$ cat config.mk
export PLATFORM = sky130hd
export DESIGN_NAME = fifo_param_top
export DESIGN_NICKNAME = d
export VERILOG_FILES = /design/src/rtl/fifo_param_top.sv
export SDC_FILE = /design/constraint.sdc
export NUM_CORES = 1
export LEC_CHECK = 0
export ABC_AREA = 1
export CORE_ASPECT_RATIO = 2
export CORE_MARGIN = 5
export CORE_UTILIZATION = 35
export DETAILED_ROUTE_END_ITERATION = 12
export PLACE_DENSITY = 0.62
export SLEW_MARGIN = 20
export SYNTH_ARGS = -nofsm -noshare
export SYNTH_HDL_FRONTEND = slang
export SYNTH_SLANG_ARGS = --single-unit
$ cat constraint.sdc
create_clock -name clk -period 2.55 [get_ports clk]
set_clock_uncertainty 0.1 [all_clocks]
set_input_delay 0.51 -clock clk [delete_from_list [all_inputs] [get_ports clk]]
set_output_delay 0.51 -clock clk [all_outputs]
set_load 0.02 [all_outputs]
$ cat src/rtl/fifo_param_top.sv
// Parametrised synchronous FIFO driven by a packed write/read/data command word.
// Provides occupancy count, threshold flags, sticky error flags and a synchronous flush.
module fifo_param_top #(
  parameter int unsigned DATA_W    = 4,
  parameter int unsigned ADDR_W    = 2,
  parameter int unsigned AF_THRESH = 3,
  parameter int unsigned AE_THRESH = 1
) (
  input  logic              clk,
  input  logic              reset,
  input  logic [DATA_W+1:0] vector_in,
  input  logic              flush,
  output logic [DATA_W-1:0] data_out,
  output logic [ADDR_W:0]   count,
  output logic              empty_flag,
  output logic              full_flag,
  output logic              almost_empty_flag,
  output logic              almost_full_flag,
  output logic              overflow_flag,
  output logic              underflow_flag
);

  localparam int unsigned    DEPTH     = 1 << ADDR_W;
  localparam logic [ADDR_W:0] DepthCnt = {1'b1, {ADDR_W{1'b0}}};
  localparam logic [ADDR_W:0] AfCnt    = AF_THRESH[ADDR_W:0];
  localparam logic [ADDR_W:0] AeCnt    = AE_THRESH[ADDR_W:0];

  logic [DATA_W-1:0] mem_q [DEPTH];
  logic [ADDR_W-1:0] wp_q, rp_q;
  logic [ADDR_W:0]   count_q, count_d;
  logic [DATA_W-1:0] data_q;
  logic              ovf_q, unf_q;

  logic              wr_cmd, rd_cmd, wr_ok, rd_ok, is_empty, is_full;
  logic [DATA_W-1:0] wdata;

  always_comb begin
    wr_cmd   = vector_in[DATA_W+1];
    rd_cmd   = vector_in[DATA_W];
    wdata    = vector_in[DATA_W-1:0];
    is_empty = (count_q == '0);
    is_full  = (count_q == DepthCnt);
    rd_ok    = rd_cmd && !is_empty;
    // A full FIFO still takes a write when a read frees a slot in the same cycle.
    wr_ok    = wr_cmd && (!is_full || rd_ok);
    count_d  = count_q;
    if (wr_ok && !rd_ok) begin
      count_d = count_q + (ADDR_W+1)'(1);
    end else if (rd_ok && !wr_ok) begin
      count_d = count_q - (ADDR_W+1)'(1);
    end
  end

  // Storage is deliberately not reset.
  always_ff @(posedge clk) begin
    if (wr_ok && !flush && !reset) begin
      mem_q[wp_q] <= wdata;
    end
  end

  always_ff @(posedge clk or posedge reset) begin
    if (reset) begin
      wp_q    <= '0;
      rp_q    <= '0;
      count_q <= '0;
      data_q  <= '0;
      ovf_q   <= 1'b0;
      unf_q   <= 1'b0;
    end else if (flush) begin
      wp_q    <= '0;
      rp_q    <= '0;
      count_q <= '0;
      ovf_q   <= 1'b0;
      unf_q   <= 1'b0;
    end else begin
      if (wr_ok) begin
        wp_q <= wp_q + ADDR_W'(1);
      end
      if (rd_ok) begin
        data_q <= mem_q[rp_q];
        rp_q   <= rp_q + ADDR_W'(1);
      end
      if (wr_cmd && !wr_ok) begin
        ovf_q <= 1'b1;
      end
      if (rd_cmd && !rd_ok) begin
        unf_q <= 1'b1;
      end
      count_q <= count_d;
    end
  end

  assign data_out          = data_q;
  assign count             = count_q;
  assign empty_flag        = is_empty;
  assign full_flag         = is_full;
  assign almost_empty_flag = (count_q <= AeCnt);
  assign almost_full_flag  = (count_q >= AfCnt);
  assign overflow_flag     = ovf_q;
  assign underflow_flag    = unf_q;

endmodule

; ---- Word level (Yosys, flattened, before mapping)
; Memories as Yosys holds them, arrays and structs flattened. A register that Yosys moved wholly into a read port is not among the register bits.
; Index checks and enable logic that the tools add are counted.
[classes]
addsub = 4
magnitude_cmp = 2
n_eq_ne = 1
mux = 13
n_bitwise = 1
n_reduce_logical = 22
[op_table]
columns = op, count
row1 = 3-bit 2-to-1 mux, 3
row2 = 1-bit logical AND, 8
row3 = 2-bit 2-to-1 mux, 4
row4 = 2-bit nonzero test, 4
row5 = 1-bit logical NOT, 6
row6 = 1-bit 2-to-1 mux, 6
row7 = 2-bit by 1-bit adder with 2-bit output (second input constant), 2
row8 = 3-bit by 1-bit adder with 3-bit output (second input constant), 1
row9 = 3-bit == test (second input constant), 1
row10 = 3-bit by 2-bit >= comparator with 1-bit output (second input constant), 1
row11 = 3-bit by 1-bit less-or-equal comparator with 1-bit output (second input constant), 1
row12 = 3-bit logical NOT, 1
row13 = 3-bit nonzero test, 1
row14 = 3-bit by 1-bit subtractor with 3-bit output (second input constant), 1
row15 = 2-bit AND reduction, 1
row16 = 1-bit logical OR, 1
row17 = 1-bit NOT, 1
[word_totals]
reg_bits = 9
mem_bits_rw = 16
elab_cells = 49
memories = 1
[memory_table]
columns = name, depth, width, read_ports, rd_ports_with_merged_regs, write_ports, line_no
row1 = mem_q, 4, 4, 1, 1, 1, 28  ; logic [DATA_W-1:0] mem_q [DEPTH];

; ---- Longest topological paths before layout
; Gate-level depths: netlist (run 1).
[depth]
depth_word = 10
mapped_depth = 10
depth_no_buf = 10

; ---- Worst setup path after synthesis (run 1)
; No wires, ideal clock.
[synth_path]
path_type = register to register
from = register count_q[0] (netlist: count[0])
to = memory mem_q[0][0] (enable)
setup_ns = 0.329
arrival_time_ns = 1.523
path_slack_ns = 0.598
stages_incl_launch_ff = 8
n_path_buf = 0
cell_sequence = dfrtp_1 -> inv_1 -> ha_1 -> nand3_1 -> nand2_1 -> nor2_2 -> nand2_1 -> nor2_1
[synth_between]
elab_chain_cells = 9
word_cells_on_any_way = 11
cone_classes = eq/ne (1) / mux (2) / reduce/logical (8)
[synth_rtl]
columns = item, line_no
row1 = from (decl), 30  ; logic [ADDR_W:0] count_q, count_d;
row2 = from (signal assigned), 89  ; count_q <= count_d;
row3 = 3-bit logical NOT, 41  ; is_empty = (count_q == '0);
row4 = 1-bit logical NOT, 43  ; rd_ok = rd_cmd && !is_empty;
row5 = 1-bit logical AND, 43
row6 = 1-bit logical OR (*), 45  ; wr_ok = wr_cmd && (!is_full || rd_ok);
row7 = 1-bit logical AND (*), 45
row8 = 1-bit logical AND (*) (2 in series), 56  ; if (wr_ok && !flush && !reset) begin
row9 = 1-bit 2-to-1 mux (*), 56
row10 = 1-bit 2-to-1 mux (implied by the code) (*), 57  ; mem_q[wp_q] <= wdata;
row11 = to (decl), 28
; Mark *: on every way between the ends. The rest lies on a longest branch, timed or not.

; ---- Final worst setup path (run 1)
[layout_path]
from = register count_q[2] (netlist: count[2])
to = output port almost_full_flag
[layout_between]
elab_chain_cells = 1
[layout_rtl]
columns = item, line_no
row1 = 3-bit by 2-bit >= comparator with 1-bit output, 98  ; assign almost_full_flag = (count_q >= AfCnt);
row2 = to (decl), 18  ; output logic almost_full_flag,
; No other way between the ends.

==> results of run 1 <==
-- power by group --
group / internal (mW) / leakage, nW / switching (mW)
Combinational: 0.367 / 0.430 / 0.494
Sequential: 0.574 / 0.315 / 0.0853
Clock: 0.183 / 0.0430 / 0.161
-- state kept, by name (all words and copies together) (netlist names) --
signal	cells
count	3
underflow_flag	1
rp_q	2
overflow_flag	1
wp_q	2
mem_q	16
data_out	4
-- Yosys cell counts, drive strengths merged --
master and instances:
o21a 2, a21oi 5, buf 2, dfrtp 13
edfxtp 16, xnor2 1, inv 19, nand2 34
o22ai 4, ha 9, nand4 1, nor2 20
nand3 2, o21ai 16
-- routing by layer --
layer  up-vias  global-route usage [%]
li1        524                       -
met1       508                    9.97
met2        26                    27.4
met3        12                    3.75
met4         0                    7.68
met5         -                       0
-- placed cells by master, fill, tap and decap left out, types with 3 or more instances in the layout --
master,count
a21oi_1,3
clkbuf_8,5
clkdlybuf4s50_1,19
dfrtp_1,13
edfxtp_1,16
ha_1,8
inv_1,18
nand2_1,32
nor2_1,19
o21ai_0,16
o22ai_1,4
-- kinds of logic (layout without fill, tap and decap cells) --
family / after synthesis / after routing / share of synthesized area (%)
AOI/OAI and AO/OA: 27 / 27 / 10.8
xor gates and xnor gates: 1 / 1 / 0.622
adders and majority gates: 9 / 9 / 7.99
buffers and inverters: 21 / 50 / 6.57
DFF: 29 / 29 / 57.2
and+or+nand+nor: 57 / 57 / 16.8
-- cell type report --
| type | instances | area, µm² |
|---|---|---|
| tap | 51 | 63.8 |
| clock buffer | 5 | 68.8 |
| multi-input combinational | 94 | 513 |
| fill | 399 | 2110 |
| inverter | 19 | 76.3 |
| clock inverter | 3 | 12.5 |
| sequential | 29 | 806 |
| timing repair buffer | 23 | 230 |
-- repair_timing --
action / 4_1_cts / 5_1_grt
endpoints found under the setup margin: 0 / 2
gates resized for setup: 0 / 3
endpoints found under the hold margin: 0 / 0
-- metrics by stage --
step | worst slack (ns) | utilization [%]
floorplan | 0.598 | -
global placement | 0.250 | 43.3
detailed placement | 0.208 | 43.3
CTS | 0.0105 | 45.4
global route | 0.0620 | 45.6
finish | 0.132 | 45.6
-- worst max-delay path by stage --
stage / slack (ns) / start / cells after the start / end
after CTS: 0.01 / count[0]$_DFFE_PP0P_ / 5 / full_flag
after global routing: 0.06 / count[2]$_DFFE_PP0P_ / 5 / almost_full_flag
after floorplan: 0.60 / count[0]$_DFFE_PP0P_ / 7 / mem_q[0][0]$_DFFE_PP_
after global placement: 0.25 / vector_in[4] / 7 / mem_q[0][3]$_DFFE_PP_
after detailed placement: 0.21 / vector_in[4] / 7 / mem_q[0][3]$_DFFE_PP_
final: 0.13 / count[2]$_DFFE_PP0P_ / 5 / almost_full_flag
==> results.md, run 1 <==
- The tightest hold path in the finished design has a slack of 0.397 ns.
- For this run, the number of Yosys warnings is 0.
- The DRC violations left is 0.
- Setup repair after global routing left no endpoint under its margin.
- The met3 wirelength from detailed routing is 98 µm.
- The final setup violation count is 0.
- Across the run, the number of max-cap violations was 0.
- The detail route stage leaves a number of antenna-violating nets equal to 0.
- The post-route minimum period is 2.42 ns.
- The cell type with the largest total area after synthesis is edfxtp_1.
- After clock tree synthesis, the clock-pin slew on the worst setup and hold paths is 0.06 ns.
- At the worst endpoint, the arrival time is 1.81 ns.
- The via count of the first global-routing pass was 1226.
- The cell area after layout is 1770 µm².
- The first global-routing pass estimated 5.23 mm of wire.
- The worst hold path begins at overflow_flag$_DFFE_PP0P_.
- The clock passes through at most 2 buffers.
- The detailed-routed wire length on met2 is 1.94 mm.
- The worst register-to-register path ends at mem_q[0][1]$_DFFE_PP_.
- The cell count after synthesis is 144.
- Global routing used 13.7% of the available tracks across all layers.
- Measured against its own limit, the worst slew margin works out to 73.7%.
- Each instance of the synthesized netlist takes up on average 9.78 µm².
- The synthesized design contains 29 register bits.
- The final cell count without fillers is 224.
- In the final routing, the length of wire on met1 measures 945 µm.
- The slack of the worst reg-to-reg path is 0.58 ns.
- The root buffer cell chosen for the clock tree is clkbuf_8.
- The routed via count is 1070.
- The number of antenna violations at the first check in global routing came to 0.
- The die is 99.7 µm tall.
- The top-level port count is 22.
- In this run the critical register-to-register path is launched from count[0]$_DFFE_PP0P_.
- The number of hold buffers added after CTS was 0.
- The slowest stage of the critical path belongs to the cell dfrtp_1.
- Derived from the worst setup path, the maximum achievable clock frequency is 414 MHz.
- By area the synthesized netlist is led by edfxtp_1 (34%), dfrtp_1 (23%), nand2_1 (8.5%).
- The routability congestion estimate from global placement is 0.967.
- The wire-length estimate of the detail-placed layout is 2.54 mm.
- For hold timing, the worst endpoint is overflow_flag$_DFFE_PP0P_.
- The type of element capturing the critical path is an output pin.
- The core outline area is 3880 µm².
- The clock drives 29 sinks.
- Buffers inserted during clock tree synthesis total 5.
- The number of cell rows is 32.
- The number of cells after detailed placement is 216.
- The number of failing hold endpoints at the final stage came to 0.
- The signed area change from the synthesized netlist to the final layout is 25.7%.
- The detailed router's first-iteration violation count is 11.
- The total die area is 5470 µm².
- The number of buffers and inverters on the critical path is 2.
- The overall power of the completed layout is 1.86 mW.
- The post-detailed-route via-to-cell ratio is 4.78.
- The peak supply drop is 0.454 mV.
- The net count after synthesis is 162.
- The worst setup path is launched from a register.
- Once the floorplan was initialized, standard cells occupied 36.3% of the core.
- The quantity of I/O buffers inserted on ports is 21.
- Along the worst hold path, the cell count comes to 1.
- The highest fanout seen on the critical path is 8.
- Entering global routing, the biggest net connects 14 pins.
- The highest signal layer in the routed design is met4.
- The number of pins with negative max-slew slack in the final report is 0.
- The number of search-and-repair iterations in the first detailed-routing pass is 2.
- The sequential area share after synthesis is 57.2%.
- The critical setup path kind is register to output pin.
- The depth of the most critical reg-to-reg path is 7.
- The number of setup buffers added after CTS is 0.
- On the critical path the largest part of the delay comes from buffers and inverters.
- The final wirelength is 3.12 mm.
- The final layout contains 190 nets.
- Summed over all layers, the global routing overflow is 0.
- At the pin with the least slew margin, the transition time is 0.394 ns.
- The flow ran to the end, and the final reports show no timing, DRC or antenna violations.
- The area fraction of the dominant cell type after synthesis is 34.1%.
- The post-route netlist has 9.25% of its cells at a drive strength greater than 1.
- The reported leakage power is 0.787 nW.
- The width of the die is 54.9 µm.
- The clock reaches the later pin of the worst-skew pair after 0.28 ns.
- Of the available clock period, the critical path in the final layout requires 94.8%.
- The cell area that synthesis handed to floorplanning was 1410 µm².
- The depth of the CTS H-tree is 2.
- In the final routed layout, each cell accounts on average for 13.9 µm.
- 0 antenna diodes ended up in the layout.
- Walking the worst path, the cells encountered are inv_6 > ha_1 > nor2_1 > o21ai_0 > clkdlybuf4s50_1.
- Power spread over the standard cell area amounts to 1050 nW/µm².
- The path category of the worst min-delay check is register to register.
- The maximum cell stage delay along the critical path is 0.58 ns.
- The required time of the critical path is 1.94 ns.
- The number of distinct library cells after synthesis is 21.
- The placed instances occupy a cell area of 1680 µm².
- The final sum of negative setup slack is 0 ns.
- The clock tree from TritonCTS is yes.
Note: power is estimated with default switching activity, not from simulation.
==> run 2, diff against run 1 <==
Settings changed: SLEW_MARGIN 20 to 0.
==> results of run 2 <==
The final DEF is identical to that of run 1; final timing and power are the same.
==> run 3, diff against run 2 <==
Settings changed: CORE_MARGIN 5 to 2, DONT_BUFFER_PORTS from default to 1, PLACE_DENSITY 0.62 to 0.55.
==> results.md, run 3 (synthesis results as in run 1) <==
- The post-route minimum period came to 2.23 ns (-0.190 ns).
- The reported leakage power is 0.681 nW (-14%).
- The peak supply drop was 0.379 mV (-17%).
- The fraction of layout cells with a size suffix above 1 came to 10.6% (+1.3 points).
- The path class of the tightest hold or removal check is primary input to async pin.
- The detailed router's first-iteration violation count is 15 (+4).
- The worst slew slack as a fraction of its limit is 57.7% (-16 points).
- The number of cell rows is 32 (unchanged).
- The core outline area came to 3840 µm² (-1.0%).
- The total internal power is 0.942 mW (-16%).
- The post-CTS resize count is 0 (unchanged).
- The setup slack at placement is 0.324 ns (+0.116 ns).
- The slowest cell on the critical path is dfrtp_1.
- The reported max-cap violation count is 0 (unchanged).
- The sequential group share of total power is 44.6% (+9.2 points).
- The final net count came to 168 (-12%).
- The number of inserted diodes is 0 (unchanged).
- The maximum clock insertion buffer count is 2 (unchanged).
- The depth of the CTS H-tree is 2 (unchanged).
- More flip-flops sit in one register than any other, and that register is mem_q.
- The global-route track usage on met3 is 4.14% (+0.39 points).
- The measured slew at the worst slew-check pin is 0.628 ns (+0.233 ns).
- The critical path data arrival time came to 2.07 ns (+0.26 ns).
- The maximum number of pins on one net before global-route repair was 14 (unchanged).
- The number of search-and-repair iterations in the first detailed-routing pass is 4 (+2).
- The switching power of the nets is 0.721 mW (-2.6%).
- The final sum of negative setup slack was 0 ns (unchanged).
- The number of failing hold endpoints at the final stage was 0 (unchanged).
- The portion of the clock cycle consumed by the worst path in the final layout is 87.4% (-7.5 points).
- The run finished with clean final reports.
- The number of pins with negative max-slew slack in the final report was 0 (unchanged).
- The routability congestion estimate from global placement came to 0.908 (-6.1%).
- The routing usage on met2 came to 32.1% (+4.7 points).
- The area growth from synthesis to layout is 10.0%.
- The final core area utilization came to 40.3% (-5.3 points).
- In this run the clock root is driven by a clkbuf_8.
- The quantity of I/O buffers inserted on ports was 0 (-100%).
- The hold slack is 0.0681 ns (-0.329 ns).
- The number of buffers created by CTS is 5 (unchanged).
- The highest fanout seen on the critical path is 5 (-3).
- The post-detailed-route via-to-cell ratio was 4.74 (-0.82%).
- The width of the die is 48.9 µm (-11%).
- TritonCTS built the clock tree.
- The signal on the critical path passes through inv_1 > ha_1 > nand3_1 > nand2_1 > nor2_2 > nand2_1 > nor2_1.
- The smallest setup slack after layout was 0.322 ns (+0.190 ns).
- The via count of the first global-routing pass is 1053 (-14%).
- The routed via count was 957 (-11%).
- The maximum frequency from static timing analysis came to 449 MHz (+8.5%).
- The type of element capturing the critical path is a register.
- met2 is the most crowded layer.
- The global-route wire length before repair is 5.00 mm (-4.4%).
- In the layout the commonest cells are nand2_1 (32), nor2_1 (19), inv_1 (18).
- The count of clock tree sinks is 29 (unchanged).
- The final setup violation count is 0 (unchanged).
- The starting density of the core is 36.7% (+0.38 points).
- The number of setup buffers added after CTS is 0 (unchanged).
- The total die area is 4580 µm² (-16%).
- The final cell count without fillers is 202 (-9.8%).
- The count of nets left with antenna violations after detail routing is 0 (unchanged).
- The net switching share of the total power came to 43.4% (+3.7 points).
- The vertical die dimension is 93.7 µm (-6.0%).
- The critical setup path kind is register to register.
- The maximum cell stage delay along the critical path is 0.52 ns (-0.06 ns).
- The remaining global-route overflow is 0 (unchanged).
- The hold buffer count at CTS is 0 (unchanged).
- The number of cells after detailed placement came to 194 (-10%).
- The total power per unit cell area was 1070 nW/µm² (+1.9%).
- The routed wirelength normalized by instance count came to 14.8 µm (+6.3%).
- The HPWL after detailed placement is 2.45 mm (-3.4%).
- The CTS clock-pin slew for the worst setup and hold paths is 0.06 ns (about the same).
- The clock group share of total power is 21.8% (+3.3 points).
- Setup repair after global routing left no endpoint under its margin.
- The launching element type of the critical path is a register.
- The required time of the critical path is 2.39 ns (+0.45 ns).
- The global-route met1 utilization was 11.6% (+1.6 points).
- The most common cell type on the critical path is nand2_1.
- The top-level port count is 22 (unchanged).
- The number of antenna violations at the first check in global routing was 0 (unchanged).
- The combined global-route utilization of all metal layers is 15.3% (+1.6 points).
- The DRC violations left is 0 (unchanged).
- The most common cell after layout, fill and taps aside is nand2_1.
- The flip-flop count of the largest register, all copies and words added was 16 (unchanged).
- The part of the power in combinational logic is 33.6% (-13 points).
- The final wirelength is 2.99 mm (-4.1%).
- The clock network latency to the later pin of the worst-skew pair is 0.28 ns (about the same).
## run 3: layout make-up
class                           instances  area (µm²)
Fill cell                             410        2290
Multi-Input combinational cell         94         510
Tap cell                               51        63.8
Timing Repair Buffer                    1        7.51
Sequential cell                        29         806
Clock inverter                          3        17.5
Clock buffer                            5        68.8
Inverter                               19        76.3
## run 3: worst max-delay path, delay by kind of cell, from the launching register on
| family | cells | cell delay (ns) |
|---|---|---|
| buffers and inverters | 1 | 0.16 |
| adder cells (fa/ha/maj) | 1 | 0.29 |
| flip-flops | 1 | 0.52 |
| AND/OR/NAND/NOR | 5 | 0.84 |
## run 3: worst paths after layout
kind	cells after the start	slack [ns]	from	to
setup / recovery	7	0.32	count[0]$_DFFE_PP0P_	mem_q[0][2]$_DFFE_PP_
hold / removal	2	0.07	reset	data_out[1]$_DFFE_PP0P_
setup reg to reg	7	0.32	count[0]$_DFFE_PP0P_	mem_q[0][2]$_DFFE_PP_
hold reg to reg	3	0.55	wp_q[0]$_DFFE_PP0P_	wp_q[0]$_DFFE_PP0P_
max in group asynchronous	2	2.12	reset	count[1]$_DFFE_PP0P_
min in group clk	0	0.22	vector_in[3]	mem_q[3][3]$_DFFE_PP_
## run 3: power by group through the flow
| stage | logic [mW] | clock network (mW) | registers (mW) |
|---|---|---|---|
| 2_1_floorplan | 0.509 | 0 | 0.700 |
| 3_5_place_dp | 0.567 | 0 | 0.753 |
| 6_report | 0.559 | 0.362 | 0.741 |
| 5_1_grt | 0.642 | 0.392 | 0.757 |
| 4_1_cts | 0.569 | 0.368 | 0.745 |
| 3_3_place_gp | 0.564 | 0 | 0.751 |
## run 3: metrics by stage
stage | area, µm² | power [mW]
3_5_place_dp | 1460 | 1.32
4_1_cts | 1550 | 1.68
3_3_place_gp | 1460 | 1.32
5_1_grt | 1550 | 1.79
6_report | 1550 | 1.66
2_1_floorplan | 1410 | 1.21
## run 3: routing by layer
layer  wire, µm  part of all wire, %
met1        942                   32
met4         74                  2.5
met3        149                  5.0
met5          0                    0
met2       1820                   61
